### src/rtl/byte_stream_sequencer.sv
// byte_stream_sequencer: splits 32-bit words into a valid/ready byte stream with a one-word pending buffer
module byte_stream_sequencer #(
  parameter int CNT_W = 16
) (
  input  logic             clk,
  input  logic             reset,
  input  logic             in_valid,
  output logic             in_ready,
  input  logic [31:0]      in_data,
  input  logic [2:0]       in_len,
  input  logic             in_lsb_first,
  output logic             out_valid,
  input  logic             out_ready,
  output logic [7:0]       out_byte,
  output logic [1:0]       out_idx,
  output logic             out_last,
  output logic             busy,
  output logic             err_pulse,
  output logic [CNT_W-1:0] words_done
);
  typedef enum logic {IDLE, SEND} state_t;
  state_t      state;
  logic [31:0] cur_data, pend_data;
  logic [2:0]  cur_len, pend_len, len_c;
  logic        cur_lsb, pend_lsb, pend_valid;
  logic [1:0]  k, lane;
  logic        acc, acc_ok, hs, fin;
  assign in_ready  = !pend_valid;
  assign acc       = in_valid && in_ready;
  assign acc_ok    = acc && in_len != 3'd0;
  assign len_c     = in_len > 3'd4 ? 3'd4 : in_len;
  assign out_valid = state == SEND;
  assign hs        = out_valid && out_ready;
  // lsb-first walks lanes 3..0, i.e. the bitwise inverse of k
  assign lane      = cur_lsb ? ~k : k;
  assign out_idx   = lane;
  assign out_byte  = cur_data[{~lane, 3'b000} +: 8];
  assign out_last  = out_valid && ({1'b0, k} == cur_len - 3'd1);
  assign fin       = hs && out_last;
  assign busy      = out_valid || pend_valid;
  always_ff @(posedge clk or posedge reset) begin
    if (reset) begin
      state      <= IDLE;
      cur_data   <= '0;
      cur_len    <= '0;
      cur_lsb    <= 1'b0;
      k          <= '0;
      pend_valid <= 1'b0;
      pend_data  <= '0;
      pend_len   <= '0;
      pend_lsb   <= 1'b0;
      err_pulse  <= 1'b0;
      words_done <= '0;
    end else begin
      err_pulse <= acc && in_len == 3'd0;
      if (fin) begin
        words_done <= words_done + 1'b1;
        k          <= '0;
        if (pend_valid) begin
          {cur_data, cur_len, cur_lsb}    <= {pend_data, pend_len, pend_lsb};
          {pend_data, pend_len, pend_lsb} <= '0;
          pend_valid                      <= 1'b0;
        end else if (acc_ok) begin
          {cur_data, cur_len, cur_lsb} <= {in_data, len_c, in_lsb_first};
        end else begin
          {cur_data, cur_len, cur_lsb} <= '0;
          state                        <= IDLE;
        end
      end else if (hs) begin
        k <= k + 2'd1;
      end
      if (acc_ok && !fin) begin
        if (state == IDLE) begin
          {cur_data, cur_len, cur_lsb} <= {in_data, len_c, in_lsb_first};
          k                            <= '0;
          state                        <= SEND;
        end else begin
          {pend_data, pend_len, pend_lsb} <= {in_data, len_c, in_lsb_first};
          pend_valid                      <= 1'b1;
        end
      end
    end
  end
endmodule

### config.mk
export PLATFORM = sky130hd
export DESIGN_NAME = byte_stream_sequencer
export DESIGN_NICKNAME = d
export VERILOG_FILES = /design/src/rtl/byte_stream_sequencer.sv
export SDC_FILE = /design/constraint.sdc
export NUM_CORES = 1
export LEC_CHECK = 0
export CORE_ASPECT_RATIO = 0.6
export CORE_MARGIN = 1.5
export CORE_UTILIZATION = 49
export DETAILED_ROUTE_END_ITERATION = 8
export PLACE_DENSITY = 0.77
export SLEW_MARGIN = 20
export SYNTH_ARGS = -nofsm -noshare
export SYNTH_HDL_FRONTEND = slang
export SYNTH_SLANG_ARGS = --single-unit
### constraint.sdc
create_clock -name clk -period 3.3 [get_ports clk]
set_input_delay 0.825 -clock clk [delete_from_list [all_inputs] [get_ports clk]]
set_output_delay 0.825 -clock clk [all_outputs]
set_load 0.05 [all_outputs]
After elaboration in Yosys (flattened, before gate mapping)
Index checks and enable logic that the tools add are counted.
{"block": "totals", "ramBits": 0, "ff_bits": 93, "out_inout_bits": 31, "mem_count": 0, "latchBits": 0, "mem_bits_ro": 0, "in_bits": 40}
{"block": "op_classes", "n_mul": 0, "mux": 41, "eq_ne": 1, "n_shift": 1, "n_reduce_logical": 12, "order_cmp": 1, "bitwise_logic": 2, "add_sub_neg": 3, "div": 0}
{"operator": "$mux 32", "count": 9}
{"operator": "$shiftx 32x6->8", "count": 1}
{"operator": "$mux 3", "count": 10}
{"operator": "$mux 1", "count": 17}
{"operator": "$add 16x1->16 const B", "count": 1}
{"operator": "$mux 2", "count": 5}
{"operator": "$logic_and 1x1->1", "count": 7}
{"operator": "$not 2->2", "count": 2}
{"operator": "$eq 2x3->1", "count": 1}
{"operator": "$gt 3x3->1 const B", "count": 1}
{"operator": "$logic_not 3->1", "count": 1}
{"operator": "$reduce_bool 3->1", "count": 1}
{"operator": "$sub 3x1->3 const B", "count": 1}
{"operator": "$add 2x1->2 const B", "count": 1}
{"operator": "$logic_not 1->1", "count": 2}
{"operator": "$logic_or 1x1->1", "count": 1}

Longest topological paths before layout
{"block": "depth", "depth_word": 8, "mapped_depth": 9, "ltp_nobuf": 6}

Least setup slack after synthesis
Ideal clock, no wire load.
{"block": "synth_path", "path_kind": "flip-flop to output port", "startpoint": "register k[0]", "endpoint": "output port out_byte[3]", "stages_incl_launch_ff": 4, "setup_slack_ns": -0.253, "t_arrival_ns": 2.728, "n_path_buf": 1, "required_ns": 2.475, "cell_sequence": "dfrtp_1 buf_4 xor2_1 mux4_1"}
{"block": "synth_via", "elab_chain_len": 4}
{"element": "start: declaration", "line": "26", "text": "logic [1:0] k, lane;"}
{"element": "start signal: assignment", "line": "70", "text": "k <= k + 2'd1;"}
{"element": "$not 2->2", "line": "35", "text": "assign lane = cur_lsb ? ~k : k;"}
{"element": "$mux 2 (*)", "line": "35"}
{"element": "via out_idx[0]", "line": "15", "text": "output logic [1:0] out_idx,"}
{"element": "$not 2->2 (*)", "line": "37", "text": "assign out_byte = cur_data[{~lane, 3'b000} +: 8];"}
{"element": "$shiftx 32x6->8 (*)", "line": "37"}
{"element": "end: declaration", "line": "14", "text": "output logic [7:0] out_byte,"}
The timed path passes the listed nets; every way through them passes the cells marked *.

Worst setup path in the final report
{"block": "layout_path", "startpoint": "register k[0]", "endpoint": "output port out_byte[3]"}
{"block": "layout_via", "elab_chain_len": 4}
{"element": "$not 2->2", "line": "35"}
{"element": "$mux 2 (*)", "line": "35"}
{"element": "$not 2->2 (*)", "line": "37"}
{"element": "$shiftx 32x6->8 (*)", "line": "37"}
Every way passes the cells marked *; elsewhere a longest branch is shown, timed or not.

==> results.sh <==
export IMPL_outcome="completed"
export IMPL_r2r_end="out_valid"
export IMPL_gr_max_usage_layer="met2"
export IMPL_dp_hpwl_um=7332
export IMPL_grt_util_met2_pct=38.70
export IMPL_die_width_um=127.4
export IMPL_syn_nets=520
export IMPL_cts_sinks=93
export IMPL_netlist_area_um2=4552
export IMPL_via_count=3882
export IMPL_antenna_found_initial=0
export IMPL_hold_start="words_done[15]"
export IMPL_finalHoldViolations=0
export IMPL_grt_pass1_wl_um=18760
export IMPL_syn_area_per_cell_um2=9.523
export IMPL_post_cts_setup_buffers=0
export IMPL_ios=71
export IMPL_yosys_warnings=0
export IMPL_cap_violations=0
export IMPL_synth_top_area_cell="dfrtp_1"
export IMPL_critPathArrivalTime_ns=2.10
export IMPL_layout_setup_ws_ns=0.3764
export IMPL_cts_resized_gates=0
export IMPL_die_area_um2=9896
export IMPL_whs_ns=0.4764
export IMPL_grt_overflow=0
export IMPL_final_instance_count_excl_fill=652
export IMPL_finalNetCount=577
export IMPL_start_kind="flop"
export IMPL_r2r_cells=7
export IMPL_relSlewSlack_pct=51.35
export IMPL_die_h_um=77.66
export IMPL_clock_latency_ns=0.34
export IMPL_cts_root_buf="clkbuf_16"
export IMPL_grt_use_met1_pct=34.02
export IMPL_synth_distinct_cells=42
export IMPL_finalSetupViolCount=0
export IMPL_syn2layout_area_growth_pct=24.49
export IMPL_routed_wl_um=11500
export IMPL_peakVddDrop_uv=788.8
export IMPL_clock_skew_ns=0.006428
export IMPL_fin_tns_setup_ns=0
export IMPL_yosys_top_cells_area="dfrtp_1, nand3_1, nand2_1"
export IMPL_gp_congestion=0.8064
export IMPL_start_util_pct=52.02
export IMPL_placed_area_um2=5388
export IMPL_totalPowerFinal_mw=5.355
export IMPL_ys_ff_latch=93
export IMPL_cts_buffer_depth=2
export IMPL_grt_pass1_vias=3703
export IMPL_p_sw_mw=2.322
export IMPL_grt_usage_pct=24.64
export IMPL_num_antenna_cells=0
export IMPL_synth_edf_count=0
export IMPL_crit_required_ns=2.47
export IMPL_seq_area_frac_synth_pct=51.13
export IMPL_period_needed_ns=2.924
export IMPL_drv_slew=0
export IMPL_drt_first_iter_violations=325
export IMPL_grt_use_met3_pct=5.586
export IMPL_critPathCaptureType="output pin"
export IMPL_crit_fanout=9
export IMPL_reg2reg_from="cur_len[0]"
export IMPL_wl_per_cell_um=17.64
export IMPL_grt_max_degree=57
export IMPL_power_share_combinational_pct=47.5
export IMPL_path_clk_slew_ns=0.06
export IMPL_rows=26
export IMPL_hold_path_endpoint="words_done[15]"
export IMPL_worst_slew_pin_slew_ns=0.7237
export IMPL_drive_gt1_share_pct=10.19
export IMPL_fmax_mhz=342.0
export IMPL_internal_power_mw=3.034
export IMPL_core_um2=8751
export IMPL_synthCells=478
export IMPL_crit_start="k[0]"
export IMPL_fin_crit_sh_pct=88.59
export IMPL_place_port_buffers=70
export IMPL_grt_setup_unrepaired="no"
export IMPL_cts_tree="yes"
export IMPL_hold_class="flop to flop"
export IMPL_numCtsBuffers=9
export IMPL_p_leak_nw=2.536
export IMPL_drc_errors=0
export IMPL_ys_async_sr_fraction_pct=100.0
export IMPL_rrSetupSlack_ns=0.58
export IMPL_ys_flop_type="dfrtp_1"
export IMPL_synth_common_cells="dfrtp_1, nand2_1, nand3_1"
export IMPL_crit_type="flop to output pin"
export IMPL_synth_most_common_cell="dfrtp_1"
export IMPL_final_cell_area_um2=5667
export IMPL_hold_depth=1
export IMPL_power_density_nw_per_um2=945.0
export IMPL_htreeDepth=3
export IMPL_vias_per_cell=5.954
export IMPL_power_frac_seq_pct=34.4
export IMPL_netlist_area_leader_share_pct=51.13
export IMPL_sw_frac_of_total_pct=43.35
export IMPL_post_place_ws_ns=0.2858
export IMPL_place_inst=636
export IMPL_clockPowerShare_pct=18.1
export IMPL_firstDrtPassIters=5
export IMPL_holdBufCountCts=0
export IMPL_final_util_pct=64.76
export IMPL_detail_route_antenna_nets=0
==> area by class of cell <==
type | instances | area, um2
Multi-Input combinational cell | 305 | 1913
Sequential cell | 93 | 2327
Timing Repair Buffer | 86 | 855.8
Inverter | 40 | 151.4
Fill cell | 694 | 3084
Clock inverter | 4 | 22.52
Clock buffer | 12 | 256.5
Tap cell | 112 | 140.1
==> logic make-up (layout without fill, tap and decap cells) <==
family,count (synthesis),count (layout),share of synthesized area (%)
AOI/OAI and AO/OA,84,84,12.78
xor gates and xnor gates,23,23,4.425
buffers and inverters,80,142,7.339
DFF,93,93,51.13
and+or+nand+nor,186,186,19.27
muxes,10,10,4.508
adders and majority gates,2,2,0.5497
==> state kept, by name, indices dropped and copies added (netlist names), 2 cells and up <==
signal / count
pend_data: 32
pend_len: 3
words_done: 16
cur_len: 3
k: 2
cur_data: 32
==> worst max-delay path, stage by stage (launching register included) <==
cell	delay, ns
dfrtp_1	0.52
xor2_2	0.16
buf_4	0.23
mux4_1	0.62
buf_4	0.22
==> layer usage <==
layer	vias up	share of wire, %
met5	-	0
met4	0	1.2
met3	13	7.3
met2	193	46
met1	1885	45
li1	1791	-
==> worst max-delay path by stage <==
stage	endpoint	slack (ns)
global placement	pend_data[10]	0.30
CTS	out_byte[3]	0.37
detailed placement	pend_data[26]	0.29
floorplan	out_byte[1]	0.02
finish	out_byte[3]	0.38
global route	out_byte[3]	0.30
==> placed cells by master (no fill, tap or decap), types with 2 or more instances in the layout <==
master           netlist  routed
o21ai_1                6       6
nor3_1                 3       3
mux4_2                 7       7
and2_1                 3       3
dfrtp_1               93      93
and3_1                 2       2
ha_1                   2       2
o221ai_1              33      33
nand2_1               77      77
a221oi_1               2       2
nand3_1               77      77
clkbuf_16              0       9
a32oi_1                3       3
inv_1                 40      39
nor4_2                 1       2
nand2b_1               2       2
xor2_1                 6       5
clkbuf_8               0       2
xnor2_1               17      17
clkinv_2               0       4
o21ai_0               32      32
nor2b_1                3       3
nand4_1                7       7
clkdlybuf4s50_1        0      59
a21oi_1                2       2
buf_4                  2      22
nor3b_1                2       2
buf_12                 0       5
nor2_1                 3       3
==> power by group through the flow <==
stage	logic (mW)	clock network, mW	registers (mW)
after floorplan	1.84	0	1.81
after global placement	2.46	0	1.84
final	2.55	0.968	1.84
after detailed placement	2.53	0	1.85
after global routing	2.75	1.03	1.89
after CTS	2.54	0.982	1.84
Power figures use the tool's default switching activity.
